File: src/rtl/exmem_stage_buf.sv
`default_nettype none
// ============================================================================
// Module   : exmem_stage_buf
// Brief    : EX/MEM pipeline register with valid/ready handshake, 2-entry skid
//            buffer and synchronous flush. Optional perf counters are enabled
//            by defining EXMEM_PERF_CNT_EN.
// Revision : 1.0 - initial release
// ============================================================================
module exmem_stage_buf #(
  parameter int XLEN  = 32,
  parameter int RDW   = 5,
  parameter int CNT_W = 16
) (
  input  logic            clock,
  input  logic            reset_n,
  input  logic            flush,
  input  logic            in_valid,
  output logic            in_ready,
  input  logic [XLEN-1:0] rd2_in,
  input  logic [XLEN-1:0] add2_in,
  input  logic [XLEN-1:0] alu_result_in,
  input  logic [XLEN-1:0] mem_in,
  input  logic [RDW-1:0]  rd_in,
  input  logic            zero_in,
  input  logic            reg_write_in,
  input  logic            mem_to_reg_in,
  input  logic            mem_write_in,
  input  logic            mem_read_in,
  input  logic            branch_in,
  output logic            out_valid,
  input  logic            out_ready,
  output logic [XLEN-1:0] rd2_out,
  output logic [XLEN-1:0] add2_out,
  output logic [XLEN-1:0] alu_result_out,
  output logic [XLEN-1:0] mem_out,
  output logic [RDW-1:0]  rd_out,
  output logic            zero_out,
  output logic            reg_write_out,
  output logic            mem_to_reg_out,
  output logic            mem_write_out,
  output logic            mem_read_out,
  output logic            branch_out
`ifdef EXMEM_PERF_CNT_EN
  ,
  output logic [CNT_W-1:0] stall_cnt,
  output logic [CNT_W-1:0] squash_cnt
`endif
);

  localparam int BW = 4 * XLEN + RDW + 6;

  typedef enum logic [1:0] {
    EMPTY = 2'd0,
    ONE   = 2'd1,
    FULL  = 2'd2
  } state_t;

  state_t          state, next_state;
  logic [BW-1:0]   main_q, skid_q, in_beat;
  logic            in_fire, out_fire;
  logic            load_main_in, load_main_skid, load_skid;
  logic            ctl_reg_write, ctl_mem_to_reg, ctl_mem_write, ctl_mem_read, ctl_branch;

  assign in_beat = {rd2_in, add2_in, alu_result_in, mem_in, rd_in, zero_in,
                    reg_write_in, mem_to_reg_in, mem_write_in, mem_read_in, branch_in};

  // in_ready comes straight from the state register, never from out_ready.
  assign out_valid = (state != EMPTY);
  assign in_ready  = (state != FULL);
  assign in_fire   = in_valid & in_ready & ~flush;
  assign out_fire  = out_valid & out_ready;

  always_ff @(posedge clock or negedge reset_n) begin
    if (!reset_n) begin
      state <= EMPTY;
    end else begin
      state <= next_state;
    end
  end

  always_comb begin
    next_state     = state;
    load_main_in   = 1'b0;
    load_main_skid = 1'b0;
    load_skid      = 1'b0;
    if (flush) begin
      next_state = EMPTY;
    end else begin
      case (state)
        EMPTY: begin
          if (in_fire) begin
            next_state   = ONE;
            load_main_in = 1'b1;
          end
        end
        ONE: begin
          if (in_fire && out_fire) begin
            load_main_in = 1'b1;
          end else if (in_fire) begin
            next_state = FULL;
            load_skid  = 1'b1;
          end else if (out_fire) begin
            next_state = EMPTY;
          end
        end
        FULL: begin
          if (out_fire) begin
            next_state     = ONE;
            load_main_skid = 1'b1;
          end
        end
        default: next_state = EMPTY;
      endcase
    end
  end

  always_ff @(posedge clock or negedge reset_n) begin
    if (!reset_n) begin
      main_q <= '0;
      skid_q <= '0;
    end else begin
      if (load_main_in) begin
        main_q <= in_beat;
      end else if (load_main_skid) begin
        main_q <= skid_q;
      end
      if (load_skid) begin
        skid_q <= in_beat;
      end
    end
  end

  assign {rd2_out, add2_out, alu_result_out, mem_out, rd_out, zero_out,
          ctl_reg_write, ctl_mem_to_reg, ctl_mem_write, ctl_mem_read, ctl_branch} = main_q;

  // Control is squashed whenever the beat is not valid; data simply holds.
  assign reg_write_out  = ctl_reg_write  & out_valid;
  assign mem_to_reg_out = ctl_mem_to_reg & out_valid;
  assign mem_write_out  = ctl_mem_write  & out_valid;
  assign mem_read_out   = ctl_mem_read   & out_valid;
  assign branch_out     = ctl_branch     & out_valid;

`ifdef EXMEM_PERF_CNT_EN
  localparam logic [CNT_W:0] CNT_MAX = {1'b0, {CNT_W{1'b1}}};

  logic [1:0]     squash_inc;
  logic [CNT_W:0] squash_sum;

  // A main beat leaving downstream in the flush cycle is consumed, not squashed.
  assign squash_inc = flush ? (2'((out_valid & ~out_ready)) + 2'((state == FULL)) + 2'(in_valid))
                            : 2'd0;
  assign squash_sum = {1'b0, squash_cnt} + (CNT_W + 1)'(squash_inc);

  always_ff @(posedge clock or negedge reset_n) begin
    if (!reset_n) begin
      stall_cnt  <= '0;
      squash_cnt <= '0;
    end else begin
      if (out_valid && !out_ready && (stall_cnt != {CNT_W{1'b1}})) begin
        stall_cnt <= stall_cnt + 1'b1;
      end
      squash_cnt <= (squash_sum > CNT_MAX) ? {CNT_W{1'b1}} : squash_sum[CNT_W-1:0];
    end
  end
`else
  // Keeps CNT_W referenced when the counters are compiled out.
  logic [CNT_W-1:0] unused_cnt_w;
  assign unused_cnt_w = '0;
`endif

endmodule
`default_nettype wire

File: config.mk
export PLATFORM = sky130hd
export DESIGN_NAME = exmem_stage_buf
export DESIGN_NICKNAME = d
export VERILOG_FILES = /design/src/rtl/exmem_stage_buf.sv
export SDC_FILE = /design/constraint.sdc
export NUM_CORES = 1
export LEC_CHECK = 0
export CAP_MARGIN = 20
export CORE_MARGIN = 3
export CORE_UTILIZATION = 53
export CTS_BUF_LIST = sky130_fd_sc_hd__clkbuf_2 sky130_fd_sc_hd__clkbuf_4 sky130_fd_sc_hd__clkbuf_8
export DETAILED_ROUTE_END_ITERATION = 12
export PLACE_DENSITY = 0.88
export RECOVER_POWER = 100
export SETUP_SLACK_MARGIN = 0.1
export SKIP_CTS_REPAIR_TIMING = 1
export SYNTH_ARGS = -nofsm -noshare
export SYNTH_HDL_FRONTEND = slang
export SYNTH_SLANG_ARGS = --single-unit
File: constraint.sdc
create_clock -name clock -period 2 [get_ports clock]
set_input_delay 0.4 -clock clock [delete_from_list [all_inputs] [get_ports clock]]
set_output_delay 0.4 -clock clock [all_outputs]
set_load 0.05 [all_outputs]
Word level (Yosys, flattened, before mapping)

Index checks and enable logic that the tools add are counted.
Widths: inputs -> output; s select.

Bits in registers: 280
Output and inout bits: 141
Word-level logic and storage cells: 43

Eq/ne operators: 7
Mux-type cells: 19
Bitwise gates (word level): 9
Reduce and logical (&&, ||, !) cells: 5

Operators by type and width:

| kind               | count |
|---|---|
| $mux 139           | 2 |
| $mux 2             | 6 |
| $mux 1             | 9 |
| $ne 3x3->1 const B | 3 |
| $and 1x1->1        | 8 |
| $pmux 2 s3         | 1 |
| $ne 4x4->1 const B | 1 |
| $reduce_and 4->1   | 1 |
| $reduce_bool 2->1  | 2 |
| $eq 2x1->1 const B | 1 |
| $eq 2x2->1 const B | 1 |
| $logic_not 2->1    | 1 |
| $ne 2x2->1 const B | 1 |
| $pmux 1 s2         | 1 |
| $logic_and 1x1->1  | 1 |
| $not 1->1          | 1 |

Depth between registers and ports, before layout

Word-level depth: 8
Gate-level depth with buffers: 6
Depth with buffers taken out: 4

Least setup slack after synthesis

OpenSTA, ideal clock, no wires.

Path kind: input port to flip-flop
Start: input out_ready
End: register main_q[128]
Library setup time: 125 ps
Arrival: 1642 ps
Data required time: 1875 ps
Slack: 233 ps
Stages: 5
Path through: nand2b_2 nand2_2 clkbuf_1 mux2_2 mux2_2

Longest elaborated chain between the ends: 6
Elaborated cells on any way between the ends: 10
Classes of those cells: mux (7); bitwise (1); reduce/logical (2)

Ends and longest elaborated chain:

| element                                              | line | source |
|---|---|---|
| from (decl)                                          | 31   | `input logic out_ready,` |
| $and 1x1->1 (*)                                      | 71   | `assign out_fire = out_valid & out_ready;` |
| $logic_and 1x1->1                                    | 97   | `if (in_fire && out_fire) begin` |
| $mux 1                                               | 97   |  |
| $pmux 1 s2                                           | 89   | `case (state)` |
| $mux 1                                               | 86   | `if (flush) begin` |
| $mux 139 / $reduce_bool 2->1 (equally long branches) | -    |  |
| to (signal assigned)                                 | 123  | `main_q <= in_beat;` |
| to (signal assigned)                                 | 125  | `main_q <= skid_q;` |
| to (decl)                                            | 59   | `logic [BW-1:0] main_q, skid_q, in_beat;` |

Mark *: on every way between the ends. The rest lies on a longest branch, timed or not.
A chain may end at the register's enable or synchronous reset.

Worst setup path after layout

Start: register state[1]
End: output branch_out

Longest elaborated chain between the ends: 2

Ends and longest elaborated chain:

| element                | line | source |
|---|---|---|
| from (decl)            | 58   | `state_t state, next_state;` |
| from (signal assigned) | 77   | `state <= next_state;` |
| $reduce_bool 2->1      | 68   | `assign out_valid = (state != EMPTY);` |
| $and 1x1->1            | 141  | `assign branch_out = ctl_branch & out_valid;` |
| to (decl)              | 42   | `output logic branch_out` |

No other way between the ends.

==> results.md <==
* Outcome: complete, no violations
* Clock buffer count from CTS at 45
* Die ar. at approximately 27000 um^2
* Worst path slowest cell: dfrtp_1
* Worst-case clock buffer depth at 3
* GRT Total Usage at approximately 21%
* Cell type with the highest occurrence count on the critical path: buf_6
* Busiest layer in global routing: met2
* Average wire length per cell after detail routing at 20.0 um
* Standard-cell row count at 57
* Clock tree from TritonCTS: built
* Post-synth top flop: dfrtp_1
* Share of post-route cells with drive strength above 1 at about 49%
* Routed via count at 7740
* # H-tree levels at 2
* Area grow syn2layout at 19.9%
* Transition time at the pin with the least slew margin at 0.943 ns
* Remaining Overflow, GRT at 0
* Count of endpoints failing hold in the final timing report at 0
* Via count of the first global-routing pass at 8650
* Overall Power at 0.0217 W
* Count of final setup violators at 0
* Share of synthesized flip-flops with an asynchronous set or reset at 100%
* Post-synthesis cell type count at 26
* Final-stage net count at around 1300
* Data arrival time of the critical path at 1.53 ns
* Initial core utilization at 54.9%
* Number of antenna violations at the first check in global routing at 0
* Maximum number of pins on one net before global-route repair at 67
* I/O Pins at 285
* Most frequent cells in the layout: mux2_2, dfrtp_1, clkdlybuf4s50_1, clkbuf_1, mux2_4
* Post-route setup TNS at 0 ns
* Synthesized area divided by synthesized cell count at 15.1 um^2
* Seq/Total Area, Yosys at 51.8%
* Crit-path max FO at 6
* Die Span X at 166 um
* Half-perimeter wire length after placement at 20400 um
* Unrepaired setup endpoints after global routing: yes
* Cell Pwr Density at 1340 nW/um^2
* Last weighted congestion value of the routability-driven placer at 0.755
* Element type at the critical path end: primary output
* Number of DRC markers after the initial detailed-route iteration at 299
* Master cell of the clock root buffer: clkbuf_8
* Number of register bits inferred by synthesis at between 200 and 300
* Antenna cell count at 0
* Detail-routed via count per cell at 5.27
* Met3 track utilization from global routing at around 5.9%
* First-pass iteration count of the detailed router at 5
* Synthesized netlist cell count at 898
* Clock input transition at the sequential cells of the worst setup and hold paths at 0.06 ns
* Clock period minus final worst setup slack at 1.93 ns
* Cell chain of the critical path: buf_6, nor2_4, nor2b_2, buf_6
* Number of max-slew violations in the final report at 0
* Max_slew headroom at ~37%
* Port Buffers at between 200 and 300
* Synthesized area at about 14000 um^2
* DRC violation count after routing at 0
* Synth Net Count at 1042
* Required time of the worst setup path at approximately 1.6 ns
* Ratio of final minimum period to clock period at 96.4%
* Maximum clock rate at 518 MHz
* Post-route antenna net violation count at 0
* Commonest non-fill, non-tap cell in the layout: mux2_2
* Core outline area at 24700 um^2
* Sinks on the clock net at 280
* Global-route wire length before repair at ~47000 um
* Max-capacitance violation count at 0
* Routed Wire Length at 29300 um
* Launching element type of the critical path: flop
* Clock insertion delay at the later pin of the skew report at 0.54 ns
* Static Leakage at 7.20 nW
* Die H at between 150 and 200 um
* Clock Skews at 0.0191 ns
* Maximum single-stage delay on the critical path at about 0.40 ns
* Worst vdd rail ir drop at 0.000801 V
* GR Util met1 at 26.0%
* Hold/Removal Path Class: in -> async
* Routing usage on met2 at 35.3%
* Syn. warnings at 0
* Worst Slack Setup Final at 0.0710 ns
* Number of enable-type register cells in the synthesized netlist at 0
* Worst setup slack after placement at -0.370 ns
* CP Class: reg -> out
worst max-delay path, delay by kind of cell, from the launching register on:
kind	cells	cell delay, ns
and+or+nand+nor	2	0.29
buffers and inverters	2	0.30
DFF	1	0.40
sequential cells by signal, summed over array words and instances (netlist names):
register / cells
state: 2
skid_q: 139
main_q: 139
final cells by class:
class / count / area [um^2]
clock buffers: 73 / 923
clock inverters: 4 / 47.5
repair buffers: 347 / 2640
fillers: 1831 / 8450
multi-input cells: 439 / 5200
well taps: 324 / 405
flip-flops and latches: 280 / 7010
inverters: 1 / 3.75
report_power, final:
| group | internal (W) | leakage, nW | switching, W | total (W) |
|---|---|---|---|---|
| logic | 0.00292 | 3.26 | 0.00506 | 0.00797 |
| registers | 0.00747 | 3.42 | 0.00104 | 0.00851 |
| clock network | 0.00303 | 0.513 | 0.00218 | 0.00521 |
Yosys cell counts, types with 2 or more instances:
library cell / number / area (um^2)
a21oi_1: 2 / 10.0
buf_2: 9 / 45.0
buf_4: 157 / 1180
buf_6: 11 / 124
dfrtp_1: 280 / 7010
mux2_1: 8 / 90.1
mux2_2: 317 / 3570
mux2_4: 90 / 1350
nand2_1: 2 / 7.51
nor2_1: 2 / 7.51
nor2b_1: 5 / 31.3
layer usage:
layer  wire length, um  up-vias
met5                 0        -
met4               595        0
met3              1810       52
met2             14900      240
met1             12100     3994
li1                  -     3454
per-stage QoR:
step / instances / hold slack (ns) / area (um^2) / util [%]
finish: 1468 / 0.356 / 16200 / 65.8
global route: 1468 / 0.374 / 16200 / 65.8
CTS: 1466 / -0.236 / 17100 / 69.5
detailed placement: 1389 / 0.346 / 16200 / 65.6
global placement: 1389 / 0.339 / 16200 / 65.6
floorplan: 898 / 0.104 / 13500 / -
path summary, 6_finish.rpt:
kind                                               from                       to  slack [ns]  depth (start not counted)
worst min register to register  skid_q[131]$_DFFE_PN0P_  skid_q[131]$_DFFE_PN0P_        0.50                          1
min in group clock              skid_q[131]$_DFFE_PN0P_  skid_q[131]$_DFFE_PN0P_        0.50                          1
max in group asynchronous                       reset_n  skid_q[110]$_DFFE_PN0P_        0.36                          3
worst min-delay path                            reset_n   main_q[22]$_DFFE_PN0P_        0.36                          2
worst max-delay path               state[1]$_DFFE_PN0P_               branch_out        0.07                          4
worst max register to register     state[1]$_DFFE_PN0P_   main_q[47]$_DFFE_PN0P_        0.08                          6
cells by family (layout without fill, tap and decap cells):
kind of cell	after synthesis	after routing	share of synthesized area, %
mux	416	416	37.1
flops	280	280	51.8
buf+inv	179	425	10.0
simple gates	16	16	0.786
compound gates	7	7	0.351
Note: power is estimated with default switching activity, not from simulation.
